**src/rtl/c_fetch_align_buf.sv**
```systemverilog
`default_nettype none
// ============================================================================
// Module   : c_fetch_align_buf
// Purpose  : Instruction fetch unit with a halfword alignment FIFO. Fetches
//            32-bit words from instruction memory (one outstanding read at a
//            time). It splits each word into 16-bit parcels and presents
//            them, one parcel at a time, to a 16-bit decode stage with the
//            byte PC of each parcel. Redirects flush the FIFO. A redirect
//            also drops any read that is already granted.
// Ports    : risc_clk/risc_rst   - clock, synchronous active-high reset
//            imem_req/imem_addr  - word-aligned read request
//            imem_gnt            - request accepted
//            imem_rvalid/rdata   - read response (little-endian halfwords)
//            redirect/redirect_pc- flush and refetch from new PC
//            instr_valid/ready   - parcel handshake toward decode
//            instruction/instr_pc- head parcel and its byte address
// Revision : 1.0 - initial release
// ============================================================================
module c_fetch_align_buf #(
  parameter int          DEPTH    = 4,
  parameter logic [31:0] RESET_PC = 32'h0000_0000
) (
  input  logic        risc_clk,
  input  logic        risc_rst,
  output logic        imem_req,
  output logic [31:0] imem_addr,
  input  logic        imem_gnt,
  input  logic        imem_rvalid,
  input  logic [31:0] imem_rdata,
  input  logic        redirect,
  input  logic [31:0] redirect_pc,
  output logic        instr_valid,
  input  logic        instr_ready,
  output logic [15:0] instruction,
  output logic [31:0] instr_pc
);

  localparam int c_aw = $clog2(DEPTH);
  localparam int c_cw = c_aw + 1;
  localparam logic [c_cw-1:0] c_depth_cnt = c_cw'(DEPTH);
  localparam logic [31:0]     c_reset_pc  = {RESET_PC[31:1], 1'b0};

  typedef enum logic [1:0] {
    S_IDLE = 2'd0,
    S_REQ  = 2'd1,
    S_WAIT = 2'd2
  } state_t;

  state_t            r_state;
  state_t            w_state_nxt;
  logic [31:0]       r_fetch_pc;
  logic [31:0]       r_out_pc;
  logic [c_cw-1:0]   r_count;
  logic [c_aw-1:0]   r_wr_ptr;
  logic [c_aw-1:0]   r_rd_ptr;
  logic              r_drop;
  logic [15:0]       r_mem [DEPTH];

  logic [c_cw-1:0]   w_free;
  logic              w_accept;
  logic              w_pop;
  logic [1:0]        w_push_n;
  logic [15:0]       w_first;
  logic [c_aw-1:0]   w_wr_ptr_p1;
  logic [31:0]       w_redirect_pc;
  logic              w_unused_bit0;

  // Bit 0 of the redirect target carries no information for halfword PCs.
  assign w_unused_bit0 = redirect_pc[0];
  assign w_redirect_pc = {redirect_pc[31:1], 1'b0};

  assign w_free      = c_depth_cnt - r_count;
  assign w_wr_ptr_p1 = r_wr_ptr + c_aw'(1);

  // A response is kept only if it belongs to the current fetch stream:
  // neither marked for dropping nor racing a redirect in the same cycle.
  assign w_accept = (r_state == S_WAIT) && imem_rvalid && !r_drop && !redirect;

  // An odd-halfword fetch PC means the low halfword lies before the
  // target, so only the upper halfword of the word is useful.
  assign w_push_n = !w_accept     ? 2'd0 :
                    r_fetch_pc[1] ? 2'd1 : 2'd2;
  assign w_first  = r_fetch_pc[1] ? imem_rdata[31:16] : imem_rdata[15:0];

  assign instr_valid = (r_count != '0);
  assign instruction = r_mem[r_rd_ptr];
  assign instr_pc    = r_out_pc;
  assign w_pop       = instr_valid && instr_ready && !redirect;

  assign imem_req  = (r_state == S_REQ);
  assign imem_addr = {r_fetch_pc[31:2], 2'b00};

  // ---------------------------------------------------------------------------
  // Fetch FSM
  // ---------------------------------------------------------------------------
  always_ff @(posedge risc_clk) begin
    if (risc_rst) begin
      r_state <= S_IDLE;
    end else begin
      r_state <= w_state_nxt;
    end
  end

  always_comb begin
    w_state_nxt = r_state;
    case (r_state)
      S_IDLE: begin
        // Issue only when the whole word fits, so the FIFO cannot overflow.
        if (!redirect && (w_free >= c_cw'(2))) begin
          w_state_nxt = S_REQ;
        end
      end
      S_REQ: begin
        if (imem_gnt) begin
          w_state_nxt = S_WAIT;
        end else if (redirect) begin
          w_state_nxt = S_IDLE;
        end
      end
      S_WAIT: begin
        if (imem_rvalid) begin
          w_state_nxt = S_IDLE;
        end
      end
      default: w_state_nxt = S_IDLE;
    endcase
  end

  // A granted read cannot be cancelled. When a redirect arrives after the
  // grant, remember to throw away the response that is still on its way.
  always_ff @(posedge risc_clk) begin
    if (risc_rst) begin
      r_drop <= 1'b0;
    end else begin
      case (r_state)
        S_REQ: begin
          if (redirect && imem_gnt) begin
            r_drop <= 1'b1;
          end
        end
        S_WAIT: begin
          if (imem_rvalid) begin
            r_drop <= 1'b0;
          end else if (redirect) begin
            r_drop <= 1'b1;
          end
        end
        default: r_drop <= r_drop;
      endcase
    end
  end

  // ---------------------------------------------------------------------------
  // Program counters
  // ---------------------------------------------------------------------------
  always_ff @(posedge risc_clk) begin
    if (risc_rst) begin
      r_fetch_pc <= c_reset_pc;
      r_out_pc   <= c_reset_pc;
    end else if (redirect) begin
      r_fetch_pc <= w_redirect_pc;
      r_out_pc   <= w_redirect_pc;
    end else begin
      if (w_accept) begin
        r_fetch_pc <= {r_fetch_pc[31:2] + 30'd1, 2'b00};
      end
      if (w_pop) begin
        r_out_pc <= r_out_pc + 32'd2;
      end
    end
  end

  // ---------------------------------------------------------------------------
  // Halfword FIFO
  // ---------------------------------------------------------------------------
  always_ff @(posedge risc_clk) begin
    if (risc_rst || redirect) begin
      r_count  <= '0;
      r_wr_ptr <= '0;
      r_rd_ptr <= '0;
    end else begin
      r_count  <= r_count + c_cw'(w_push_n) - c_cw'(w_pop);
      r_wr_ptr <= r_wr_ptr + c_aw'(w_push_n);
      r_rd_ptr <= r_rd_ptr + c_aw'(w_pop);
    end
  end

  always_ff @(posedge risc_clk) begin
    if (risc_rst) begin
      for (int i = 0; i < DEPTH; i++) begin
        r_mem[i] <= 16'h0000;
      end
    end else if (w_push_n != 2'd0) begin
      r_mem[r_wr_ptr] <= w_first;
      if (w_push_n == 2'd2) begin
        r_mem[w_wr_ptr_p1] <= imem_rdata[31:16];
      end
    end
  end

endmodule
`default_nettype wire

```
**config.mk**
```make
export PLATFORM = sky130hd
export DESIGN_NAME = c_fetch_align_buf
export DESIGN_NICKNAME = d
export VERILOG_FILES = /design/src/rtl/c_fetch_align_buf.sv
export SDC_FILE = /design/constraint.sdc
export NUM_CORES = 1
export LEC_CHECK = 0
export CAP_MARGIN = 20
export CORE_MARGIN = 4
export CORE_UTILIZATION = 45
export DETAILED_ROUTE_END_ITERATION = 16
export HOLD_SLACK_MARGIN = 0.08
export PLACE_DENSITY = 0.78
export SETUP_SLACK_MARGIN = 0.3
export SYNTH_ARGS = -nofsm -noshare
export SYNTH_HDL_FRONTEND = slang
export SYNTH_SLANG_ARGS = --single-unit
```
**constraint.sdc**
```tcl
create_clock -name risc_clk -period 6.56 [get_ports risc_clk]
set_input_delay 1.312 -clock risc_clk [delete_from_list [all_inputs] [get_ports risc_clk]]
set_output_delay 1.312 -clock risc_clk [all_outputs]
set_load 0.1 [all_outputs]
```
Yosys cells after proc, flatten, opt, wreduce, memory -nomap -nowiden. Memories as Yosys holds them, arrays and structs flattened. A register that Yosys moved wholly into a read port is not among the register bits. Cells that the tools add are included.

Add/subtract/negate cells: 8. Reduce and logical (&&, ||, !) cells: 21. Multiplexer cells: 32. Magnitude comparators: 1. Equality and inequality tests: 8.

Operators with widths (count): $mux W32 (4); $mux W16 (3); $add A32 B2 Y32 const B (1); $reduce_or A16 Y1 (2); $add A30 B1 Y30 const B (1); $mux W2 (9); $mux W1 (14); $reduce_bool A2 Y1 (4); $logic_and A1 B1 Y1 (7); $pmux W2 S3 (1); $reduce_and A3 Y1 (2); $eq A2 B2 Y1 const B (2); $ne A2 B2 Y1 const B (2); $add A3 B2 Y3 (1); $ge A3 B2 Y1 const B (1); $ne A3 B1 Y1 const B (1); $ne A3 B3 Y1 const B (1); $reduce_bool A3 Y1 (1); $sub A3 B1 Y3 (1); $sub A3 B3 Y3 const A (1); $add A2 B1 Y2 (1); $add A2 B1 Y2 const B (1); $add A2 B2 Y2 (1); $eq A2 B1 Y1 const B (1); 6 further kinds (7).

Memories kept: 1. Output and inout bits: 82. Word-level logic and storage cells: 79. Bits of input ports: 70. Bits in registers: 73. RAM bits: 64.

Memory list: r_mem (words 4, bits a word 16, read ports 1, clocked after Yosys merged registers in 1, wr ports 4, RTL line 57) `logic [15:0] r_mem [DEPTH];`.

Depth between registers and ports, before layout.
Depth after elaboration: 12. Mapped depth: 14.

Least setup slack after synthesis. No wires, ideal clock.

Kind: in2reg. Start point: in redirect. End point: mem r_mem[2][0], enable pin. Library setup time: 411 ps. Path slack: 2417 ps. Arrival: 3732 ps. Stages on the path: 7. Path through: clkbuf_1 -> or2_2 -> clkbuf_1 -> nor4_2 -> clkbuf_1 -> inv_1 -> o21ai_0.

RTL lines: start, declared (RTL line 30) `input logic redirect,`; end, declared (RTL line 57).

==> run_results.csv <==
group,metric,value,unit
cts,cts_root_buf,"clkbuf_16",
power_and_ir_drop,vdd_drop_max,0.206,mV
global_route,grt_max_degree,104,
timing,tightest_slew,1.05,ns
setup_path,rr_worst_depth,7,
cts,cts_setup_buffers,0,
finish,final_layout_size_suffix_gt1_share,7.98,%
finish,finalNonFillerCells,1152,
routing,vias_per_cell,6.13,
finish,layout-area-overhead-vs-synth,24.5,%
routing,drt_iter0_drc,755,
setup_path,cp_slowest_cell,"and3_1",
timing,finalSetupTns,0,ns
place,io_buffers,147,
setup_path,path_cells,"clkdlybuf4s50_1 > buf_4 > nor2_1 > and3_1 > nor2b_1 > buf_4 > or3_1",
synth,syn_area_per_cell,9.61,sq um
timing,slew_viol_final,0,
floorplan,ios,152,
synth,synthTopCellsByArea,"edfxtp_1 24%, dfxtp_1 18%, mux4_2 4.5%, a21oi_1 3.2%, buf_4 3.1%",
place,hpwl,14400,microns
place,place_inst,1120,
cts,cts_resized,0,
hold_path,hold_start,"r_fetch_pc[1]$_SDFFE_PP0P_",
synth,syn_inst,833,
setup_path,worstReg2RegStart,"r_state[0]$_SDFFE_PP0P_",
setup_path,r2r_slack,3.16,ns
global_route,grt_util_all_layers,21.8,%
finish,fin_area,9970,sq um
global_route,antenna_found_initial,0,
timing,clock_skew,0.00900,ns
routing,drc_errors,0,
finish,fin_util,57.4,%
cts,cts-buffers-inserted,17,
routing,wl,21800,microns
global_route,grt_pass1_wl,35100,microns
setup_path,cp.arrival,4.40,ns
timing,finalCriticalPeriod,4.36,ns
setup_path,cpPeakStageDelay,0.77,ns
setup_path,critPathBufInv,3,
setup_path,cp_data_required_time,6.60,ns
routing,wl_per_cell,18.9,microns
routing,vias,7066,
routing,postRouteAntennaNets,0,
run_status,status,"finished clean",
setup_path,crit_top_cell,"buf_4",
setup_path,worstSetupStartpointType,"input pin",
setup_path,crit_type,"input pin to flip-flop",
cts,clk_pin_slew,0.05,ns
floorplan,core,17400,sq um
run,cap_violations,0,
setup_path,worst-path-max-fanout,46,
synth,synth_top_area_cell,"edfxtp_1",
floorplan,start_util,46.1,%
place,place_area,9350,sq um
synth,yosys_warnings,0,
floorplan,rows,48,
synth,syn_area,8010,sq um
timing,finalSetupViolCount,0,
cts,clock_latency,0.42,ns
global_route,grt_pass1_vias,6546,
timing,period_share,66.5,%
finish,num_antenna_cells,0,
synth,synthDominantCellAreaShare,24.0,%
synth,ys_seq_area_share,42.0,%
cts,clkSinkCount,136,
global_route,overflow,0,
floorplan,die_w,141,microns
timing,max_slew_margin,29.7,%
setup_path,reg2reg_to,"r_mem[1][4]$_DFFE_PP_",
cts,hold_buffers,0,
cts,h-tree-depth,4,
finish,layout.nets,998,
synth,synth_edf_count,64,
hold_path,hold_path.class,"flip-flop to flip-flop",
cts,cts_max_path_buffers,2,
floorplan,die_y,141,microns
place,place.gp.congestion,0.813,
synth,ys.flop_type,"dfxtp_1",
setup_path,end_kind,"flip-flop",
synth,synth-async-reset-ratio,0,%
finish,fill_cells,1489,
cts,cts_tree,"yes",
floorplan,die_area,20000,sq um
synth,ys_types,67,
timing,rsz0062_at_grt,"false",
timing,finalHoldViolCount,0,
hold_path,hold_depth,2,
setup_path,crit_family,"simple AND/OR/NAND/NOR gates",
power_and_ir_drop,leakage,3.39,nW
routing,dr.pass1.iters,8,
hold_path,whs_endpoint,"r_fetch_pc[1]$_SDFFE_PP0P_",
synth,synth-seq-cells,136,
power_and_ir_drop,power_density,250,nW/um^2
timing,clock.fmax,0.229,GHz
timing,holdWs,0.465,ns
==> flip-flops by register name, summed over array words and instances (netlist names) <==
register,flops
instr_pc,31
r_count,3
r_state,2
r_fetch_pc,31
r_drop,1
r_rd_ptr,2
r_mem,64
r_wr_ptr,2
==> tightest hold or removal path: stages, from the launching register on <==
cell and delay, ns:
dfxtp_2 0.31, nand3_1 0.06, a21oi_1 0.06
==> kinds of logic (layout without fill, tap and decap cells) <==
kind of cell	after synthesis	in the layout	share of synthesized area, %
AND/OR/NAND/NOR	255	255	18.4
AO/OA/AOI/OAI	247	247	21.5
flip-flops	136	136	42.0
buffers and inverters	136	228	8.17
XOR/XNOR	26	26	2.84
multiplexers	18	18	4.75
adder cells (fa/ha/maj)	14	14	2.28
other	1	3	0.0468
==> final cells by class <==
type                       count  area, sq um  share of cell area, %
tap                          225          282                   2.82
clock buffer                  22          507                   5.08
multi-input combinational    563         4010                   40.2
clock inverter                10          115                   1.15
timing repair buffer         158         1550                   15.5
sequential                   136         3360                   33.7
inverter                      38          143                   1.43
==> report_power, final <==
group / internal [W] / switching [W]
sequential: 0.000939 / 0.0000508
combinational: 0.000154 / 0.000367
clock: 0.000625 / 0.000361
total: 0.00172 / 0.000779
==> through the flow <==
stage               setup slack [ns]  total power, W
floorplan                       2.42         0.00138
global placement                1.84         0.00152
detailed placement              1.79         0.00152
CTS                             2.22         0.00250
global route                    2.04         0.00259
finish                          2.20         0.00250
==> cell usage in the layout, fill, tap and decap left out, types with 5 or more instances in the layout <==
cell type | netlist | layout
mux4_2 | 16 | 16
a22o_1 | 16 | 16
ha_1 | 13 | 13
a22oi_1 | 24 | 24
nor3_1 | 15 | 15
nor2b_1 | 8 | 8
inv_1 | 38 | 38
xor2_1 | 13 | 13
a21boi_0 | 19 | 19
a21oi_1 | 51 | 50
xnor2_1 | 13 | 13
and3_1 | 9 | 9
and2_1 | 10 | 10
a221oi_1 | 24 | 24
clkbuf_16 | 0 | 19
a211oi_1 | 14 | 14
or3_1 | 7 | 7
or4_1 | 11 | 11
nand4_1 | 26 | 26
buf_4 | 33 | 11
clkdlybuf4s50_1 | 0 | 146
o31ai_1 | 12 | 12
nor2_1 | 22 | 22
o31a_1 | 7 | 7
nand2_1 | 52 | 52
nor4b_1 | 5 | 5
o21ai_0 | 30 | 29
edfxtp_1 | 64 | 64
nor4_1 | 12 | 12
o21bai_1 | 9 | 9
and4_1 | 11 | 11
a31oi_1 | 13 | 13
dfxtp_1 | 72 | 71
nand3_1 | 44 | 44
==> Yosys cell counts, types with 4 or more instances <==
cell type	instances
dfxtp_1	72
edfxtp_1	64
nand2_1	52
a21oi_1	51
clkbuf_1	46
nand3_1	44
inv_1	38
buf_4	33
o21ai_0	30
nand4_1	26
a221oi_1	24
a22oi_1	24
nor2_1	22
a21boi_0	19
a22o_1	16
buf_2	16
mux4_2	16
nor3_1	15
a211oi_1	14
a31oi_1	13
ha_1	13
xnor2_1	13
xor2_1	13
nor4_1	12
o31ai_1	12
and4_1	11
or4_1	11
and2_1	10
and3_1	9
o21bai_1	9
nor2b_1	8
o31a_1	7
or3_1	7
nor4b_1	5
a311oi_1	4
==> worst max path at each step <==
stage,start,endpoint,slack (ns),depth (start not counted)
3_5_place_dp,risc_rst,r_mem[1][14]$_DFFE_PP_,1.79,7
4_1_cts,risc_rst,r_mem[1][4]$_DFFE_PP_,2.22,7
3_3_place_gp,risc_rst,r_mem[1][14]$_DFFE_PP_,1.84,7
5_1_grt,risc_rst,r_mem[1][4]$_DFFE_PP_,2.04,7
2_1_floorplan,redirect,r_mem[2][0]$_DFFE_PP_,2.42,7
6_report,risc_rst,r_mem[1][4]$_DFFE_PP_,2.20,7
==> metal layers <==
layer,share of wire [%],GRT usage (%),up-vias
met4,2.5,8.99,0
met3,8.2,5.73,44
met2,47,33.5,338
li1,-,-,3324
met5,0,0,-
met1,43,29.4,3360
Power figures use the tool's default switching activity.
